`src/rtl/alu_serial_digit.sv`:
```
// ---------------------------------------------------------------------------
// alu_serial_digit
//
// Digit-serial ALU that processes DIGIT bits of two XLEN-bit operands per
// cycle, least-significant digit first. It sits between the serial
// register-file shifter and the writeback path.
//
// A one-cycle start pulse latches the opcode and consumes digit 0 in the same
// cycle. The remaining digits are consumed on consecutive cycles. Each result
// digit appears one cycle after its operands. done pulses together with the
// last result digit.
//
// Ports:
//   clk        clock
//   rst_n      synchronous active-low reset
//   start      one-cycle pulse; latches op and consumes digit 0
//   op         000 ADD, 001 SUB, 010 XOR, 011 AND, 100 OR,
//              101 PASS (rs1), 110 SLT, 111 SLTU
//   rs1_d      current rs1 digit
//   rs2_d      current rs2 digit
//   digit_idx  index of the digit expected this cycle (0 when idle)
//   busy       high while digits 1..NDIG-1 are being consumed
//   res_d      registered result digit
//   res_valid  res_d holds a valid digit
//   done       one-cycle pulse with the last res_valid
//   zero       whole result (or SLT/SLTU difference) was zero; held to next start
//   lt         SLT/SLTU compare result, 0 for other ops; held to next start
// ---------------------------------------------------------------------------
module alu_serial_digit #(
  parameter  int XLEN  = 32,
  parameter  int DIGIT = 1,
  localparam int NDIG  = XLEN / DIGIT,
  localparam int CW    = (NDIG > 1) ? $clog2(NDIG) : 1
) (
  input  logic             clk,
  input  logic             rst_n,
  input  logic             start,
  input  logic [2:0]       op,
  input  logic [DIGIT-1:0] rs1_d,
  input  logic [DIGIT-1:0] rs2_d,
  output logic [CW-1:0]    digit_idx,
  output logic             busy,
  output logic [DIGIT-1:0] res_d,
  output logic             res_valid,
  output logic             done,
  output logic             zero,
  output logic             lt
);

  localparam logic [2:0] OP_ADD  = 3'b000;
  localparam logic [2:0] OP_SUB  = 3'b001;
  localparam logic [2:0] OP_XOR  = 3'b010;
  localparam logic [2:0] OP_AND  = 3'b011;
  localparam logic [2:0] OP_OR   = 3'b100;
  localparam logic [2:0] OP_PASS = 3'b101;
  localparam logic [2:0] OP_SLT  = 3'b110;
  localparam logic [2:0] OP_SLTU = 3'b111;

  localparam logic [0:0] ST_IDLE = 1'b0;
  localparam logic [0:0] ST_RUN  = 1'b1;

  // A single-digit operation finishes in the cycle it is started.
  localparam logic SINGLE_DIGIT = (NDIG == 1);
  localparam logic [CW-1:0] LAST_IDX = CW'(NDIG - 1);

  // ---------------------------------------------------------------------
  // State
  // ---------------------------------------------------------------------
  logic [0:0]       state_r;
  logic [CW-1:0]    cnt_r;
  logic [2:0]       op_r;
  logic             carry_r;
  logic [DIGIT-1:0] res_d_r;
  logic             res_valid_r;
  logic             done_r;
  logic             zacc_r;
  logic             zero_r;
  logic             lt_r;

  // ---------------------------------------------------------------------
  // Datapath signals
  // ---------------------------------------------------------------------
  logic             accept_s;
  logic             consume_s;
  logic             last_s;
  logic [2:0]       cur_op_s;
  logic             sub_s;
  logic             cmp_s;
  logic [DIGIT-1:0] b_s;
  logic             cin_s;
  logic [DIGIT:0]   sum_s;
  logic             cout_s;
  logic [DIGIT-1:0] res_s;
  logic             ovf_s;
  logic             lt_calc_s;
  logic             digit_nz_s;
  logic             zacc_next_s;

  // start is only honoured from IDLE; a start during RUN is ignored.
  assign accept_s  = (state_r == ST_IDLE) && start;
  assign consume_s = accept_s || (state_r == ST_RUN);

  // The digit being consumed now uses the fresh opcode on the start cycle,
  // and the latched one afterwards.
  assign cur_op_s  = accept_s ? op : op_r;

  // Last digit: either the start digit of a one-digit operand, or the
  // final count in RUN.
  assign last_s    = accept_s ? SINGLE_DIGIT : (cnt_r == LAST_IDX);

  // Opcode decode: subtract-style ops invert rs2 and inject a carry of 1.
  always_comb begin
    sub_s = 1'b0;
    cmp_s = 1'b0;
    case (cur_op_s)
      OP_SUB: begin
        sub_s = 1'b1;
        cmp_s = 1'b0;
      end
      OP_SLT, OP_SLTU: begin
        sub_s = 1'b1;
        cmp_s = 1'b1;
      end
      default: begin
        sub_s = 1'b0;
        cmp_s = 1'b0;
      end
    endcase
  end

  // Digit 0 always starts from the op's own carry-in, so a carry left over
  // from a previous operation can never leak into a new one.
  assign b_s    = sub_s ? ~rs2_d : rs2_d;
  assign cin_s  = accept_s ? sub_s : carry_r;
  assign sum_s  = {1'b0, rs1_d} + {1'b0, b_s} + {{DIGIT{1'b0}}, cin_s};
  assign cout_s = sum_s[DIGIT];

  // Result digit selection; compares stream zeros, writeback inserts lt.
  always_comb begin
    res_s = {DIGIT{1'b0}};
    case (cur_op_s)
      OP_ADD:  res_s = sum_s[DIGIT-1:0];
      OP_SUB:  res_s = sum_s[DIGIT-1:0];
      OP_XOR:  res_s = rs1_d ^ rs2_d;
      OP_AND:  res_s = rs1_d & rs2_d;
      OP_OR:   res_s = rs1_d | rs2_d;
      OP_PASS: res_s = rs1_d;
      OP_SLT:  res_s = {DIGIT{1'b0}};
      OP_SLTU: res_s = {DIGIT{1'b0}};
      default: res_s = {DIGIT{1'b0}};
    endcase
  end

  // Signed overflow of rs1 + ~rs2 + 1, judged on the most significant digit.
  assign ovf_s = (rs1_d[DIGIT-1] == b_s[DIGIT-1]) &&
                 (sum_s[DIGIT-1] != rs1_d[DIGIT-1]);

  // Compare result, only meaningful on the final digit.
  always_comb begin
    lt_calc_s = 1'b0;
    case (cur_op_s)
      OP_SLT:  lt_calc_s = sum_s[DIGIT-1] ^ ovf_s;
      OP_SLTU: lt_calc_s = ~cout_s;
      default: lt_calc_s = 1'b0;
    endcase
  end

  // Zero tracking looks at the difference for compares (rs1 == rs2) and at
  // the streamed result otherwise. The accumulator restarts on each start.
  assign digit_nz_s  = cmp_s ? (|sum_s[DIGIT-1:0]) : (|res_s);
  assign zacc_next_s = (accept_s ? 1'b0 : zacc_r) | digit_nz_s;

  // Sequencer: IDLE/RUN state, digit counter, latched opcode, digit carry.
  always_ff @(posedge clk) begin
    if (!rst_n) begin
      state_r <= ST_IDLE;
      cnt_r   <= {CW{1'b0}};
      op_r    <= OP_ADD;
      carry_r <= 1'b0;
    end else begin
      if (accept_s) begin
        op_r <= op;
        if (SINGLE_DIGIT) begin
          state_r <= ST_IDLE;
          cnt_r   <= {CW{1'b0}};
        end else begin
          state_r <= ST_RUN;
          cnt_r   <= CW'(1);
        end
      end else if (state_r == ST_RUN) begin
        op_r <= op_r;
        if (last_s) begin
          state_r <= ST_IDLE;
          cnt_r   <= {CW{1'b0}};
        end else begin
          state_r <= ST_RUN;
          cnt_r   <= cnt_r + CW'(1);
        end
      end else begin
        op_r    <= op_r;
        state_r <= state_r;
        cnt_r   <= cnt_r;
      end

      if (consume_s) begin
        carry_r <= cout_s;
      end else begin
        carry_r <= carry_r;
      end
    end
  end

  // Output registers: result digit stream, done pulse, sticky zero/lt flags.
  always_ff @(posedge clk) begin
    if (!rst_n) begin
      res_d_r     <= {DIGIT{1'b0}};
      res_valid_r <= 1'b0;
      done_r      <= 1'b0;
      zacc_r      <= 1'b0;
      zero_r      <= 1'b0;
      lt_r        <= 1'b0;
    end else begin
      res_d_r     <= consume_s ? res_s : {DIGIT{1'b0}};
      res_valid_r <= consume_s;
      done_r      <= consume_s && last_s;

      if (consume_s) begin
        zacc_r <= zacc_next_s;
      end else begin
        zacc_r <= zacc_r;
      end

      // Flags are published with the last digit and cleared on a new start.
      if (consume_s && last_s) begin
        zero_r <= ~zacc_next_s;
        lt_r   <= lt_calc_s;
      end else if (accept_s) begin
        zero_r <= 1'b0;
        lt_r   <= 1'b0;
      end else begin
        zero_r <= zero_r;
        lt_r   <= lt_r;
      end
    end
  end

  assign digit_idx = cnt_r;
  assign busy      = (state_r == ST_RUN);
  assign res_d     = res_d_r;
  assign res_valid = res_valid_r;
  assign done      = done_r;
  assign zero      = zero_r;
  assign lt        = lt_r;

endmodule

```
`config.mk`:
```
export PLATFORM = sky130hd
export DESIGN_NAME = alu_serial_digit
export DESIGN_NICKNAME = d
export VERILOG_FILES = /design/src/rtl/alu_serial_digit.sv
export SDC_FILE = /design/constraint.sdc
export NUM_CORES = 1
export LEC_CHECK = 0
export ABC_CLOCK_PERIOD_IN_PS = 6100
export CORE_MARGIN = 1.5
export CORE_UTILIZATION = 45
export CTS_BUF_LIST = sky130_fd_sc_hd__clkbuf_16
export DETAILED_ROUTE_END_ITERATION = 16
export HOLD_SLACK_MARGIN = 0.15
export PLACE_DENSITY = 0.76
export SLEW_MARGIN = 20
export SYNTH_ARGS = -nofsm -noshare
export SYNTH_HDL_FRONTEND = slang
export SYNTH_SLANG_ARGS = --single-unit
export TNS_END_PERCENT = 10
```
`constraint.sdc`:
```
create_clock -name clk -period 6.1 [get_ports clk]
set_clock_uncertainty 0.2 [all_clocks]
set_input_delay 1.525 -clock clk [delete_from_list [all_inputs] [get_ports clk]]
set_output_delay 1.525 -clock clk [all_outputs]
set_load 0.05 [all_outputs]
```
After elaboration in Yosys (flattened, before gate mapping)
Cells that the tools add are included.

cells by class
  eq/ne operators = 10
  bitwise operators = 10
  add/subtract/negate cells = 3
  reductions and logical operators = 12
  mux-type cells = 19

operators with widths
  cell                                           number
  two-way mux 1 bit                              15
  == test 3 bit, second input constant           4
  == test 3 x 2 -> 1 bit, second input constant  2
  one-hot mux 1 bit (6 select lines)             1
  OR reduction 2 bit                             3
  adder 5 x 1 -> 5 bit, second input constant    1
  == test 5 bit, second input constant           1
  two-way mux 5 bit                              1
  NOT 1 bit                                      5
  nonzero test 2 bit                             2
  == test 3 x 1 -> 1 bit, second input constant  1
  logical AND 1 bit                              3
  zero test 3 bit                                1
  two-way mux 3 bit                              1
  OR reduction 3 bit                             1
  adder 1 x 1 -> 2 bit                           1
  adder 2 x 1 -> 2 bit                           1
  OR 1 bit                                       2
  one-hot mux 1 bit (2 select lines)             1
  AND reduction 2 bit                            1
  bitwise XOR 1 bit                              2
  AND 1 bit                                      1
  == test 1 bit                                  1
  logical OR 1 bit                               1
  != test 1 bit                                  1

storage, ports and cells
  word-level logic and storage cells = 65
  output and inout bits = 11
  register bits after elaboration = 16

Longest topological paths before layout
  depth in word-level cells = 14
  gate-level depth with buffers = 11
  gate-level depth less buffers = 9

Worst setup path after synthesis
Ideal clock, no wire load.

  path kind = input to register
  from = in start
  to = reg zero_r, in the netlist zero
  setup slack = 2.265 ns
  arrival = 3.518 ns
  cell stages on the path = 11
  library setup time = 0.117 ns
  path through = buf_2 nand2b_1 buf_6 mux2i_2 nand3b_1 o21ai_1 xnor2_1 fa_1 nor3b_1 nor3b_1 a22o_1

between the ends
  word-level cells in the longest chain between the ends = 13
  elaborated cells on any way between the ends = 29
  those cells by class = add/sub (2); eq/ne (7); mux (10); bitwise (2); reduce/logical (8)

ends and longest elaborated chain
  item                                                     line      text
  start: declaration                                       37        input logic start,
  logical AND 1 bit (*)                                    100       assign accept_s = (state_r == ST_IDLE) && start;
  two-way mux 3 bit                                        n/a
  == test 3 bit or == test 3 x 1 -> 1 bit (tied branches)  115, 141
  OR reduction 3 bit (no line)                             n/a
  two-way mux 1 bit                                        115       case (cur_op_s)
  two-way mux 1 bit                                        133       assign b_s = sub_s ? ~rs2_d : rs2_d;
  adder 1 x 1 -> 2 bit                                     135       assign sum_s = {1'b0, rs1_d} + {1'b0, b_s} + {{DIGIT{1'b0}}, cin_s};
  adder 2 x 1 -> 2 bit                                     135
  one-hot mux 1 bit (6 select lines)                       141       case (cur_op_s)
  two-way mux 1 bit                                        170       assign digit_nz_s = cmp_s ? (|sum_s[DIGIT-1:0]) : (|res_s);
  OR 1 bit                                                 171       assign zacc_next_s = (accept_s ? 1'b0 : zacc_r) | digit_nz_s;
  NOT 1 bit                                                235       zero_r <= ~zacc_next_s;
  two-way mux 1 bit                                        234       if (consume_s && last_s) begin
  end signal: assignment                                   235
  end signal: assignment                                   241       zero_r <= zero_r;
  end: declaration                                         77        logic zero_r;

Mark *: on every way between the ends. The rest lies on a longest branch, timed or not.
A chain may end at the register's enable or synchronous reset.

Worst setup path in the final report
Ends and elaborated chain as after synthesis.

==> run_results.csv <==
group,metric,value,unit
finish,syn_to_final_growth,30.7,%
timing,finalSetupViolCount,0,
worst_hold_path,hold_depth,2,
synthesis,synth.lib_cells_used.distinct,31,
clock_network,cts_sinks,16,
placement,place_congestion,0.798,
worst_hold_path,min-delay-path-class,"reg -> reg",
floorplanning,die_w,46.9,µm
floorplanning,boundaryPins,19,
critical_path,reg2regPathDepth,9,
finish,seqCellArea,320,µm²
critical_path,critical_path.endpoint_type,"register",
synthesis,post_synth_inst_count,96,
synthesis,synthArstFlopShare,0,%
timing,max_clock_freq,0.221,GHz
finish,final_net_count,129,
timing,number_of_hold_slack_violations_in_the_final_timing_report,0,
pwr,cellPowerDensity,265,nW/µm²
critical_path,startpoint,"start",
grt,grt_util_all_layers,19.5,%
drt,avgRoutedWirePerCell,13.7,µm
grt,antenna_violations_before_repair,0,
pwr,peakVddDrop,169,µV
clock_network,clock_tree.htree_level_count,1,
drt,drt_pass1_iterations,4,
clock_network,cts.path.max_buffers,2,
finish,antenna-diode-count,0,
pwr,total_power,0.000301,W
clock_network,clk_latency,240,ps
timing,timing.final.max_slew_violations,0,
floorplanning,fp.dieArea,2200,µm²
synthesis,mappedNetlistNets,110,
timing,period_share,74.0,%
drt,postRouteWirelength,1.91,mm
finish,multiInputGateArea,505,µm²
critical_path,worstPathMaxFanout,10,
synthesis,synth_seq_area_share,36.9,%
floorplanning,fp.coreArea,1760,µm²
floorplanning,initial_core_util,49.2,%
timing,maxSlewHeadroom,65.4,%
placement,io_buffers,18,
synthesis,postSynthAreaPerCell,9.05,µm²
pwr,static-leakage-power,0.464,nW
worst_hold_path,timing.hold.worst.start,"lt",
synthesis,syn_area,868,µm²
finish,final_core_utilization,64.3,%
floorplanning,fp.dieH,46.9,µm
timing,min_period,4520,ps
synthesis,synth.ff_latch_count,16,
grt,maximum_number_of_pins_on_one_net_before_global_route_repair,18,
critical_path,worstReg2RegStart,"busy",
grt,grt_first_pass_wirelength,3.08,mm
status,status,"completed",
synthesis,netlist.top_cell.by_area,"dfxtp_1",
synthesis,synth_top_flop_cell,"dfxtp_1",
synthesis,share_of_the_synthesized_area_in_the_top_cell_type,36.9,%
critical_path,timing.critical_path.required,6040,ps
timing,setup_repair_after_global_routing_missed_its_margin,"no",
clock_network,post_cts_buffers,0,
clock_network,clkTransAtPathRegs,50,ps
finish,final.fill_count,166,
timing,tns,0,ps
clock_network,cts.root.buffer_cell,"clkbuf_16",
timing,max_slew.worst_pin.slew,517,ps
clock_network,cts_made_buffers,3,
clock_network,ctsHoldBuffers,0,
synthesis,yosys-top-cells-count,"16 x dfxtp_1, 10 x a21oi_1, 8 x nor2b_1",
clock_network,ctsResizeCount,0,
placement,worst_setup_timing_slack_at_the_placement_stage,1400,ps
drt,ant_nets,0,
critical_path,criticalPathCategory,"in -> reg",
placement,place_hpwl,1.36,mm
grt,first_global_vias,685,
finish,layout-drive-gt1-share,6.14,%
drt,vias,724,
clock_network,cts_tree,"built",
critical_path,critPathArrivalTime,4450,ps
synthesis,synth-edff-count,0,
critical_path,crit_path_start_kind,"input port",
synthesis,ys.warnings.count,0,
drt,route.detailed.vias_per_inst,5.21,
grt,grt.overflow.total,0,
drt,initialDrtViolationCount,9,
synthesis,synth.area.top_cells,"dfxtp_1 37%, ha_1 7.2%, a21oi_1 5.8%, nor2b_1 5.8%, nor3b_1 5.2%",
floorplanning,row_count,15,
timing,finalWorstSetupSlack,1580,ps
flow_run,max_cap_violations,0,
synthesis,synth_most_common_cell,"dfxtp_1",
drt,drc_errors,0,
stage by stage:
step	cells	hold slack (ps)	area, µm²
floorplan	96	241	868
global placement	135	231	1060
detailed placement	135	233	1060
CTS	139	242	1130
global route	139	254	1130
finish	139	236	1130
placed cells by master (no fill, tap or decap), drive strengths merged, types with 4 or more instances in the layout:
cell and instances:
clkdlybuf4s50 18, dfxtp 16, a21oi 10, nor2b 8, nand2 7, nor3b 6, inv 5, nor2 5
ha 5, mux2i 5, o21ai 4
power breakdown:
group | total [W] | switching [W] | internal [W]
registers | 0.000117 | 0.00000610 | 0.000111
logic | 0.0000589 | 0.0000334 | 0.0000255
clock network | 0.000126 | 0.0000389 | 0.0000868
total | 0.000301 | 0.0000784 | 0.000223
area by class of cell:
cell class | instances | share of cell area (%)
tap | 25 | 2.76
sequential | 16 | 28.2
clock buffer | 3 | 6.62
timing repair buffer | 18 | 15.9
multi-input combinational | 71 | 44.5
clock inverter | 1 | 0.331
inverter | 5 | 1.65
path summary, 6_finish.rpt:
kind,end,slack (ps)
worst max-delay path,zero,1580
worst min-delay path,lt,240
worst max register to register,zero,2770
worst min register to register,lt,240
routing by layer:
metal	global-route usage, %	share of wire, %
met5	0	0
met4	7.78	0.63
met3	2.69	3.5
met2	31.5	47
met1	26.4	49
flip-flops by register name, summed over array words and instances, names as in the netlist:
register and count:
res_d 1, op_r 3, lt 1, zacc_r 1
digit_idx 5, done 1, res_valid 1, carry_r 1
busy 1, zero 1
kinds of logic after synthesis:
group | Yosys count | share of synthesized area [%]
AND/OR/NAND/NOR | 37 | 24.6
AO/OA/AOI/OAI | 20 | 14.4
flip-flops | 16 | 36.9
buffers and inverters | 9 | 4.90
adder cells (fa/ha/maj) | 6 | 9.51
multiplexers | 5 | 6.63
XOR/XNOR | 3 | 3.03
critical path, stage by stage:
cell	delay (ps)
clkdlybuf4s50_1	570
nand2b_1	410
mux2i_2	420
nand3b_1	160
o21ai_1	80
xnor2_1	150
fa_1	490
nor3b_1	330
nor3b_1	90
a22o_1	210
Power figures use the tool's default switching activity.
